`src/rtl/switch_input_port_pkg.sv`:
```
// Shared definitions for the switch input port.
// Default sizes and the CPU I/O address of this block.
package switch_input_port_pkg;

    localparam int SW_WIDTH        = 8;
    localparam int DEBOUNCE_DEFLT  = 4;
    localparam int CNT_W_DEFLT     = 8;
    localparam logic [15:0] SW_PORT_ADDR = 16'h0004;

endpackage

```
`src/rtl/switch_input_port_if.sv`:
```
// CPU-side read interface of the switch input port.
// The CPU is the master; the switch port is the slave.
interface switch_input_port_if #(
    parameter int WIDTH = 8
);

    logic             rd_en;
    logic [WIDTH-1:0] rd_data;
    logic             rd_valid;
    logic             pending;
    logic             overrun;

    modport master (
        output rd_en,
        input  rd_data,
        input  rd_valid,
        input  pending,
        input  overrun
    );

    modport slave (
        input  rd_en,
        output rd_data,
        output rd_valid,
        output pending,
        output overrun
    );

endinterface

```
`src/rtl/switch_input_port_bit_sync.sv`:
```
// Two-flop synchroniser for a vector of asynchronous levels.
// Bits are synchronised independently; no logic between stages.
module bit_sync
    import switch_input_port_pkg::*;
#(
    parameter int WIDTH = SW_WIDTH
) (
    input  logic             clk,
    input  logic             clr,
    input  logic [WIDTH-1:0] d_i,
    output logic [WIDTH-1:0] q_o
);

    logic [WIDTH-1:0] sync1_q;
    logic [WIDTH-1:0] sync2_q;

    // Two back-to-back capture stages.
    always_ff @(posedge clk or negedge clr) begin
        if (!clr) begin
            sync1_q <= '0;
            sync2_q <= '0;
        end else begin
            sync1_q <= d_i;
            sync2_q <= sync1_q;
        end
    end

    assign q_o = sync2_q;

endmodule

```
`src/rtl/switch_input_port.sv`:
```
// Board switch input port: sync, whole-vector debounce,
// pending/overrun flags and a strobed CPU read.
module switch_input_port
    import switch_input_port_pkg::*;
#(
    parameter int WIDTH           = SW_WIDTH,
    parameter int DEBOUNCE_CYCLES = DEBOUNCE_DEFLT,
    parameter int CNT_W           = CNT_W_DEFLT
) (
    input  logic                       clk,
    input  logic                       clr,
    input  logic [WIDTH-1:0]           swiches,
    switch_input_port_if.slave         bus
);

    localparam logic [CNT_W-1:0] CNT_MAX =
        CNT_W'(DEBOUNCE_CYCLES - 1);

    logic [WIDTH-1:0] sync_w;

    logic [WIDTH-1:0] cand_q,    cand_d;
    logic [CNT_W-1:0] cnt_q,     cnt_d;
    logic [WIDTH-1:0] stable_q,  stable_d;
    logic [WIDTH-1:0] rd_data_q, rd_data_d;
    logic             rd_valid_q, rd_valid_d;
    logic             pending_q,  pending_d;
    logic             overrun_q,  overrun_d;
    logic             upd;

    bit_sync #(
        .WIDTH (WIDTH)
    ) u_sync (
        .clk (clk),
        .clr (clr),
        .d_i (swiches),
        .q_o (sync_w)
    );

    // Debounce, flag and read next-state logic.
    always_comb begin
        cand_d     = cand_q;
        cnt_d      = cnt_q;
        stable_d   = stable_q;
        rd_data_d  = rd_data_q;
        rd_valid_d = 1'b0;
        pending_d  = pending_q;
        overrun_d  = overrun_q;
        upd        = 1'b0;

        if (sync_w != cand_q) begin
            cand_d = sync_w;
            cnt_d  = '0;
        end else if (cnt_q < CNT_MAX) begin
            cnt_d = cnt_q + CNT_W'(1);
        end else if (cand_q != stable_q) begin
            stable_d = cand_q;
            upd      = 1'b1;
        end

        if (upd) begin
            pending_d = 1'b1;
            if (pending_q) begin
                overrun_d = 1'b1;
            end
        end

        // A read returns the pre-update value and always
        // clears overrun; a same-edge update keeps pending.
        if (bus.rd_en) begin
            rd_data_d  = stable_q;
            rd_valid_d = 1'b1;
            overrun_d  = 1'b0;
            if (!upd) begin
                pending_d = 1'b0;
            end
        end
    end

    // State registers, cleared asynchronously by clr.
    always_ff @(posedge clk or negedge clr) begin
        if (!clr) begin
            cand_q     <= '0;
            cnt_q      <= '0;
            stable_q   <= '0;
            rd_data_q  <= '0;
            rd_valid_q <= 1'b0;
            pending_q  <= 1'b0;
            overrun_q  <= 1'b0;
        end else begin
            cand_q     <= cand_d;
            cnt_q      <= cnt_d;
            stable_q   <= stable_d;
            rd_data_q  <= rd_data_d;
            rd_valid_q <= rd_valid_d;
            pending_q  <= pending_d;
            overrun_q  <= overrun_d;
        end
    end

    assign bus.rd_data  = rd_data_q;
    assign bus.rd_valid = rd_valid_q;
    assign bus.pending  = pending_q;
    assign bus.overrun  = overrun_q;

endmodule

```
`src/flat_wrapper.sv`:
```
// flat-port wrapper written by rule: the top's interface ports become plain ports
module switch_input_port_flat import switch_input_port_pkg::*;
#(
    parameter int WIDTH           = SW_WIDTH,
    parameter int DEBOUNCE_CYCLES = DEBOUNCE_DEFLT,
    parameter int CNT_W           = CNT_W_DEFLT
)
  (clk, clr, swiches, bus_rd_en, bus_rd_data, bus_rd_valid, bus_pending, bus_overrun);
  switch_input_port_if #(.WIDTH(WIDTH)) bus_i ();
  input  logic clk;
  input  logic clr;
  input  logic [WIDTH-1:0] swiches;
  input wire logic [$bits(bus_i.rd_en)-1:0] bus_rd_en;
  output wire logic [$bits(bus_i.rd_data)-1:0] bus_rd_data;
  output wire logic [$bits(bus_i.rd_valid)-1:0] bus_rd_valid;
  output wire logic [$bits(bus_i.pending)-1:0] bus_pending;
  output wire logic [$bits(bus_i.overrun)-1:0] bus_overrun;
  assign bus_i.rd_en = bus_rd_en;
  assign bus_rd_data = bus_i.rd_data;
  assign bus_rd_valid = bus_i.rd_valid;
  assign bus_pending = bus_i.pending;
  assign bus_overrun = bus_i.overrun;
  switch_input_port #(.WIDTH(WIDTH), .DEBOUNCE_CYCLES(DEBOUNCE_CYCLES), .CNT_W(CNT_W)) u_core (.clk(clk), .clr(clr), .swiches(swiches), .bus(bus_i));
endmodule
```
`config.mk`:
```
export PLATFORM = sky130hd
export DESIGN_NAME = switch_input_port_flat
export DESIGN_NICKNAME = d
export VERILOG_FILES = /design/src/rtl/switch_input_port_pkg.sv /design/src/rtl/switch_input_port_if.sv /design/src/rtl/switch_input_port_bit_sync.sv /design/src/rtl/switch_input_port.sv /design/src/flat_wrapper.sv
export SDC_FILE = /design/constraint.sdc
export NUM_CORES = 1
export LEC_CHECK = 0
export BUFFER_PORTS_ARGS = -buffer_cell sky130_fd_sc_hd__buf_2
export CAP_MARGIN = 20
export CORE_ASPECT_RATIO = 0.6
export CORE_MARGIN = 1.5
export CORE_UTILIZATION = 42
export CTS_CLUSTER_SIZE = 12
export DETAILED_ROUTE_END_ITERATION = 12
export PLACE_DENSITY_LB_ADDON = 0.3
export SLEW_MARGIN = 20
export SYNTH_ARGS = -nofsm -noshare
export SYNTH_HDL_FRONTEND = slang
export SYNTH_SLANG_ARGS = --single-unit
```
`constraint.sdc`:
```
create_clock -name clk -period 1.6 [get_ports clk]
set_clock_uncertainty 0.1 [all_clocks]
set_input_delay 0.16 -clock clk [delete_from_list [all_inputs] [get_ports clk]]
set_output_delay 0.16 -clock clk [all_outputs]
set_load 0.02 [all_outputs]
```
==> impl_results.md, run 1 <==
- Status: complete, but fails checks
- Failing checks: negative setup slack
- Synth unique cells: 17
- CP Data Required Time: 1.69 ns
- Hpwl dp: 1960 um
- Synth Area in Compound Gates: less than 1%
- Slew margin rel.: about two thirds
- Maximum clock frequency: 571 MHz
- Die Ht: 53.8 um
- CTS Buf Count: 5
- Internal power: 0.00189 W
- Detailed Routing Iterations Pass 1: 2
- Die area: 4720 um^2
- Worst Hold Endpoint: u_core.bus.rd_valid
- Fraction of the mapped netlist area in simple logic gates: 7.61%
- Synthesized netlist cell count: around 120
- Starting Density: 43.9%
- Clk pwr share: 38.1%
- H-tree depth: 2
- HP Start: bus_rd_en
- WL met2: 1320 um
- Total gr overflow: 0
- Setup Crit Path Kind: flop to flop
- RSZ-0062 raised after global routing: true
- Final hold vios: 0
- Slew @ Worst Pin: 0.520 ns
- Pin count of the biggest net entering global routing: 24
- Synthesis-to-finish area growth: 33.5%
- R2r startpoint: u_core.stable_q[6]
- Max_cap viols: 0
- Post-Route M1 WL: 1520 um
- Min cycle time layout: about 1.8 ns
- Peak VDD IR: 0.475 mV
- Final Setup Violations: 9
- Vias: approximately 990
- CTS Root Cell: clkbuf_8
- DRC viols: 0
- Layout cells sized above 1: 50.6%
- Synth warnings: 0
- P_leak: between 1 and 1.5 nW
- Setup_tns: -1.14 ns
- Sink Count: between 50 and 60
- 1st-iter DRT viols: 26
- Max layer used: met4
- IO Pins: 22
- Seq/Total Area, Yosys: just over 70%
- Power Dens Cells: ~980 nW/um^2
- Die X: 87.7 um
- Routability cong.: 0.714
- R2r endpoint: u_core.stable_q[5]
- Post-Synth Adder-Cell Area: 0.692%
- Port Buffer Count: 21
- Avg Cell Area, Syn: 15.5 um^2
- Reg clk slew, reported paths: 0.09 ns
- Global-route wire length before repair: approximately 4800 um
- Mux cell area share after synthesis: roughly a tenth
- Setup crit end kind: flop
- Clock Latency Late Sink: 0.30 ns
- Largest family of logic cells by synthesized area: multiplexers
- Fill count: 348
- Post-Synth XOR/XNOR Area: 8.23%
- Routed Antenna Nets: 0
- Worst Hold Depth: 1
- Total GRT Usage: between 10% and 20%
- CP Launch Type: flop
- Routed met3 length: roughly 110 um
- Row count: 18
- Initial antenna violation count: 0
- Worst r2r path cells: 5
- Routed len/inst: roughly 13 um
- Seq pwr share: 56.9%
- Reg-to-reg setup timing slack: -0.15 ns
- DR vias/cell: 4.37
- Core area: 4120 um^2
- PnR worst setup slack: -0.151 ns
- Max Buffers Root-to-Sink: 2
- Synth Register Bits: 51
- Sw frac: 20.1%
- Diode count: 0
- Vias in the first global route: 1019
- Hold Slack: 0.0117 ns
- Slew Viols, Final: 0
- Logic gate share of total power: 5.0%
- Synthesized area: 1810 um^2
- Critical Path AT: roughly 1.8 ns
- # nets final: 177
- DRT Wirelength: 2990 um
- CP Max Fanout: 5
- Switching power: approximately 0.00048 W
- Period utilisation layout: 109%
- TritonCTS clock tree: done
- Mapped Nets: 129
- Min-Delay Path Class: primary input to flop
worst max-delay path: stages, from the launching register on:
cell and delay (ns):
dfrtp_1 0.43, xor2_2 0.20, nor4_4 0.31, nand2_2 0.14, nand3_4 0.14, mux2_4 0.31
per-layer routing:
| layer | global-route usage [%] | vias up |
|---|---|---|
| met3 | 4.60 | 5 |
| met1 | 19.1 | 486 |
| met2 | 21.4 | 22 |
| met4 | 6.35 | 0 |
| met5 | 0 | - |
| li1 | - | 475 |
cell type report:
cell class | instances | area [um^2] | share of cell area (%)
clock inverter | 2 | 35.0 | 1.45
timing repair buffer | 49 | 342 | 14.1
inverter | 1 | 3.75 | 0.155
tap | 60 | 75.1 | 3.11
multi-input combinational | 57 | 599 | 24.8
clock buffer | 6 | 82.6 | 3.42
sequential | 51 | 1280 | 52.9
flip-flops by register name (all words and copies together) (netlist names):
name / cells
u_core.bus.rd_data: 8
u_core.cand_q: 8
u_core.cnt_q: 8
u_core.stable_q: 8
u_core.u_sync.q_o: 8
u_core.u_sync.sync1_q: 8
u_core.bus.overrun: 1
u_core.bus.pending: 1
u_core.bus.rd_valid: 1
through the flow:
| stage | area, um^2 | utilization (%) | std cells | total power, W | setup WS, ns |
|---|---|---|---|---|---|
| finish | 2420 | 58.6 | 226 | 0.00236 | -0.151 |
| global route | 2420 | 58.6 | 226 | 0.00246 | -0.237 |
| CTS | 2380 | 57.7 | 226 | 0.00239 | -0.177 |
| detailed placement | 2060 | 50.0 | 203 | 0.00146 | -0.240 |
| global placement | 2060 | 50.0 | 203 | 0.00145 | -0.160 |
| floorplan | 1810 | - | 117 | 0.00141 | -0.00371 |
synth_stat cells (all sizes together):
library cell  number  area (um^2)
xor2               9         78.8
mux2              16          180
nand3              1         17.5
o22ai              1         6.26
and2               6         45.0
ha                 1         12.5
nand2b             1         6.26
clkbuf             9         33.8
mux2i              1         10.0
inv                1         3.75
nor2               1         11.3
xnor2              8         70.1
dfrtp             51         1280
nand2              3         11.3
nand4              2         12.5
nor3               3         15.0
nor4               3         18.8
cells in the final DEF, fill, tap and decap left out, drive strengths merged, types with 2 or more instances in the layout:
cell type    instances
mux2                16
nand4                2
nand2                3
xnor2                8
xor2                 9
nand3                2
buf                 40
dfrtp               51
dlygate4sd3          9
nor3                 3
clkbuf               6
nor4                 3
and2                 6
how the worst max path moves through the flow:
| stage | start | to | slack, ns | depth (start not counted) |
|---|---|---|---|---|
| floorplan | u_core.cnt_q[0] | u_core.stable_q[0] | -0.004 | 5 |
| global placement | u_core.cand_q[6] | u_core.stable_q[0] | -0.16 | 5 |
| detailed placement | u_core.cand_q[6] | u_core.stable_q[2] | -0.24 | 5 |
| CTS | u_core.cand_q[5] | u_core.stable_q[3] | -0.18 | 5 |
| global route | u_core.stable_q[6] | u_core.stable_q[3] | -0.24 | 5 |
| finish | u_core.stable_q[6] | u_core.stable_q[5] | -0.15 | 5 |
logic make-up (layout without fill, tap and decap cells):
family	after synthesis	after routing
flops	51	51
mux	17	17
simple gates	20	21
xor+xnor	17	17
compound gates	1	1
buf+inv	10	58
fa+ha+maj	1	1
power groups by stage:
stage / sequential [W] / combinational (W) / clock, W
3_5_place_dp: 0.00137 / 0.0000876 / 0
3_3_place_gp: 0.00137 / 0.0000852 / 0
4_1_cts: 0.00134 / 0.000115 / 0.000929
6_report: 0.00134 / 0.000118 / 0.000901
2_1_floorplan: 0.00136 / 0.0000409 / 0
5_1_grt: 0.00135 / 0.000131 / 0.000981
what timing repair did:
| item | in CTS | in global routing |
|---|---|---|
| pin swaps | 8 | 7 |
| endpoints found under the hold margin | 29 | 0 |
| buffers inserted | 5 | 1 |
| hold buffers | 9 | 0 |
| gates cloned | 1 | 0 |
| gates resized for setup | 15 | 8 |
| endpoints found under the setup margin | 10 | 12 |
Note: power is estimated with default switching activity, not from simulation.
==> inputs of run 2 (changes only) <==
--- a/config.mk
+++ b/config.mk
@@ -13,6 +13,7 @@
 export CTS_CLUSTER_SIZE = 12
 export DETAILED_ROUTE_END_ITERATION = 12
 export PLACE_DENSITY_LB_ADDON = 0.3
+export RECOVER_POWER = 100
 export SLEW_MARGIN = 20
 export SYNTH_ARGS = -nofsm -noshare
 export SYNTH_HDL_FRONTEND = slang
==> impl_results.md, run 2 (synthesized netlist as in run 1, its figures left out) <==
- CP Launch Type: flop
- PnR worst setup slack: -0.151 ns (-0.000143 ns)
- Reg-to-reg setup timing slack: -0.15 ns (about the same)
- Worst Hold Endpoint: u_core.bus.rd_valid
- Pin count of the biggest net entering global routing: 24 (unchanged)
- Row count: 18 (unchanged)
- Port Buffer Count: 21 (unchanged)
- Global-route wire length before repair: 4770 um (unchanged)
- Worst Hold Depth: 1 (unchanged)
- Hpwl dp: 1960 um (unchanged)
- CP Data Required Time: 1.69 ns (about the same)
- Setup Crit Path Kind: flop to flop
- DR vias/cell: 4.38 (+0.10%)
- Diode count: 0 (unchanged)
- CTS Root Cell: clkbuf_8
- HP Start: bus_rd_en
- Power Dens Cells: 983 nW/um^2 (+0.52%)
- Clock Latency Late Sink: 0.30 ns (about the same)
- IO Pins: 22 (unchanged)
- Synthesis-to-finish area growth: 32.8%
- Detailed Routing Iterations Pass 1: 2 (unchanged)
- Total gr overflow: 0 (unchanged)
- R2r startpoint: u_core.stable_q[6]
- CTS Buf Count: 5 (unchanged)
- Max Buffers Root-to-Sink: 2 (unchanged)
- Min cycle time layout: 1.75 ns (+0.000143 ns)
- Reg clk slew, reported paths: 0.09 ns (about the same)
- Slew Viols, Final: 0 (unchanged)
- Peak VDD IR: 0.475 mV (about the same)
- Vias in the first global route: 1019 (unchanged)
- R2r endpoint: u_core.stable_q[5]
- Die Ht: 53.8 um (unchanged)
- Maximum clock frequency: 571 MHz (about the same)
- Routed Antenna Nets: 0 (unchanged)
- Dpl ws: -0.240 ns (unchanged)
- Total GRT Usage: 14.2% (unchanged)
- Status: complete, but fails checks
- RSZ-0062 raised after global routing: true
- Die X: 87.7 um (unchanged)
- Setup crit end kind: flop
- DRT Wirelength: 2990 um (about the same)
- Min-Delay Path Class: primary input to flop
- Final hold vios: 0 (unchanged)
- Final Setup Violations: 9 (unchanged)
- # nets final: 177 (unchanged)
- 1st-iter DRT viols: 27 (+3.8%)
- Sink Count: 51 (unchanged)
- Worst r2r path cells: 5 (unchanged)
- Commonest non-fill, non-tap cell in the layout: dfrtp_1
- Slew margin rel.: 61.2% (-4.2 points)
- Routability cong.: 0.714 (unchanged)
- DRC viols: 0 (unchanged)
- Starting Density: 43.9% (unchanged)
- Core area: 4120 um^2 (unchanged)
- Layout cells sized above 1: 48.2% (-2.4 points)
- P_leak: 1.19 nW (-1.3%)
- TritonCTS clock tree: done
- Max_cap viols: 0 (unchanged)
- H-tree depth: 2 (unchanged)
- Vias: 989 (+0.10%)
- Failing checks: negative setup slack
- Slew @ Worst Pin: 0.582 ns (+0.0628 ns)
- Most frequent cells in the layout: dfrtp_1, buf_2, buf_4
- Overall power: 0.00236 W (about the same)
- Routed len/inst: 13.2 um (about the same)
- Die area: 4720 um^2 (unchanged)
- Initial antenna violation count: 0 (unchanged)
- Critical Path AT: 1.84 ns (about the same)
- Period utilisation layout: 109% (about the same)
- CP Max Fanout: 5 (unchanged)
-- run 2: cell count changes in the layout (fill, tap and decap cells not counted) --
| cell | before | now |
|---|---|---|
| buf_4 | 18 | 14 |
| clkbuf_1 | 0 | 4 |
| buf_2 | 21 | 19 |
| clkbuf_2 | 0 | 1 |
| clkbuf_4 | 0 | 1 |
-- run 2: per-stage QoR --
step	cell area, um^2	instances	TNS [ns]	hold WS [ns]	utilization, %
finish	2400	226	-1.15	0.152	58.3
global route	2400	226	-2.04	0.199	58.3
CTS	2380	226	-1.60	0.00596	57.7
detailed placement	2060	203	-2.02	0.0601	50.0
global placement	2060	203	-1.29	0.0476	50.0
floorplan	1810	117	-0.0297	-0.236	-
-- run 2: where the power goes --
group	leakage, nW	internal [W]	switching, W
combinational	0.477	0.0000613	0.0000567
sequential	0.653	0.00132	0.0000240
clock	0.0612	0.000506	0.000395
total	1.19	0.00189	0.000476
-- run 2: what timing repair did --
| action | CTS | global route |
|---|---|---|
| setup buffers | 5 | 1 |
| gates resized for setup | 15 | 8 |
| setup endpoints to repair | 10 | 12 |
| hold endpoints to repair | 29 | 0 |
| gates cloned | 1 | 0 |
| hold buffers | 9 | 0 |
| pin swaps | 8 | 7 |
-- run 2: final cells by class --
type / count / area, um^2
Clock inverter: 2 / 35.0
Clock buffer: 6 / 82.6
Inverter: 1 / 3.75
Sequential cell: 51 / 1280
Timing Repair Buffer: 49 / 329
Multi-Input combinational cell: 57 / 599
Fill cell: 352 / 1720
Tap cell: 60 / 75.1
-- run 2: worst max path at each step --
stage / start / to / slack, ns / cells past startpoint
2_1_floorplan: u_core.cnt_q[0] / u_core.stable_q[0] / -0.004 / 5
3_3_place_gp: u_core.cand_q[6] / u_core.stable_q[0] / -0.16 / 5
3_5_place_dp: u_core.cand_q[6] / u_core.stable_q[2] / -0.24 / 5
4_1_cts: u_core.cand_q[5] / u_core.stable_q[3] / -0.18 / 5
5_1_grt: u_core.stable_q[6] / u_core.stable_q[3] / -0.24 / 5
6_report: u_core.stable_q[6] / u_core.stable_q[5] / -0.15 / 5
-- run 2: critical path, cell delays in order (launching register included) --
cell and delay, ns:
dfrtp_1 0.43, xor2_2 0.20, nor4_4 0.31, nand2_2 0.14, nand3_4 0.14, mux2_4 0.31
-- run 2: layer usage --
| layer | part of all wire (%) | track usage, % |
|---|---|---|
| met1 | 51 | 19.1 |
| met2 | 44 | 21.4 |
| met3 | 3.8 | 4.60 |
| met4 | 1.1 | 6.35 |
| met5 | 0 | 0 |
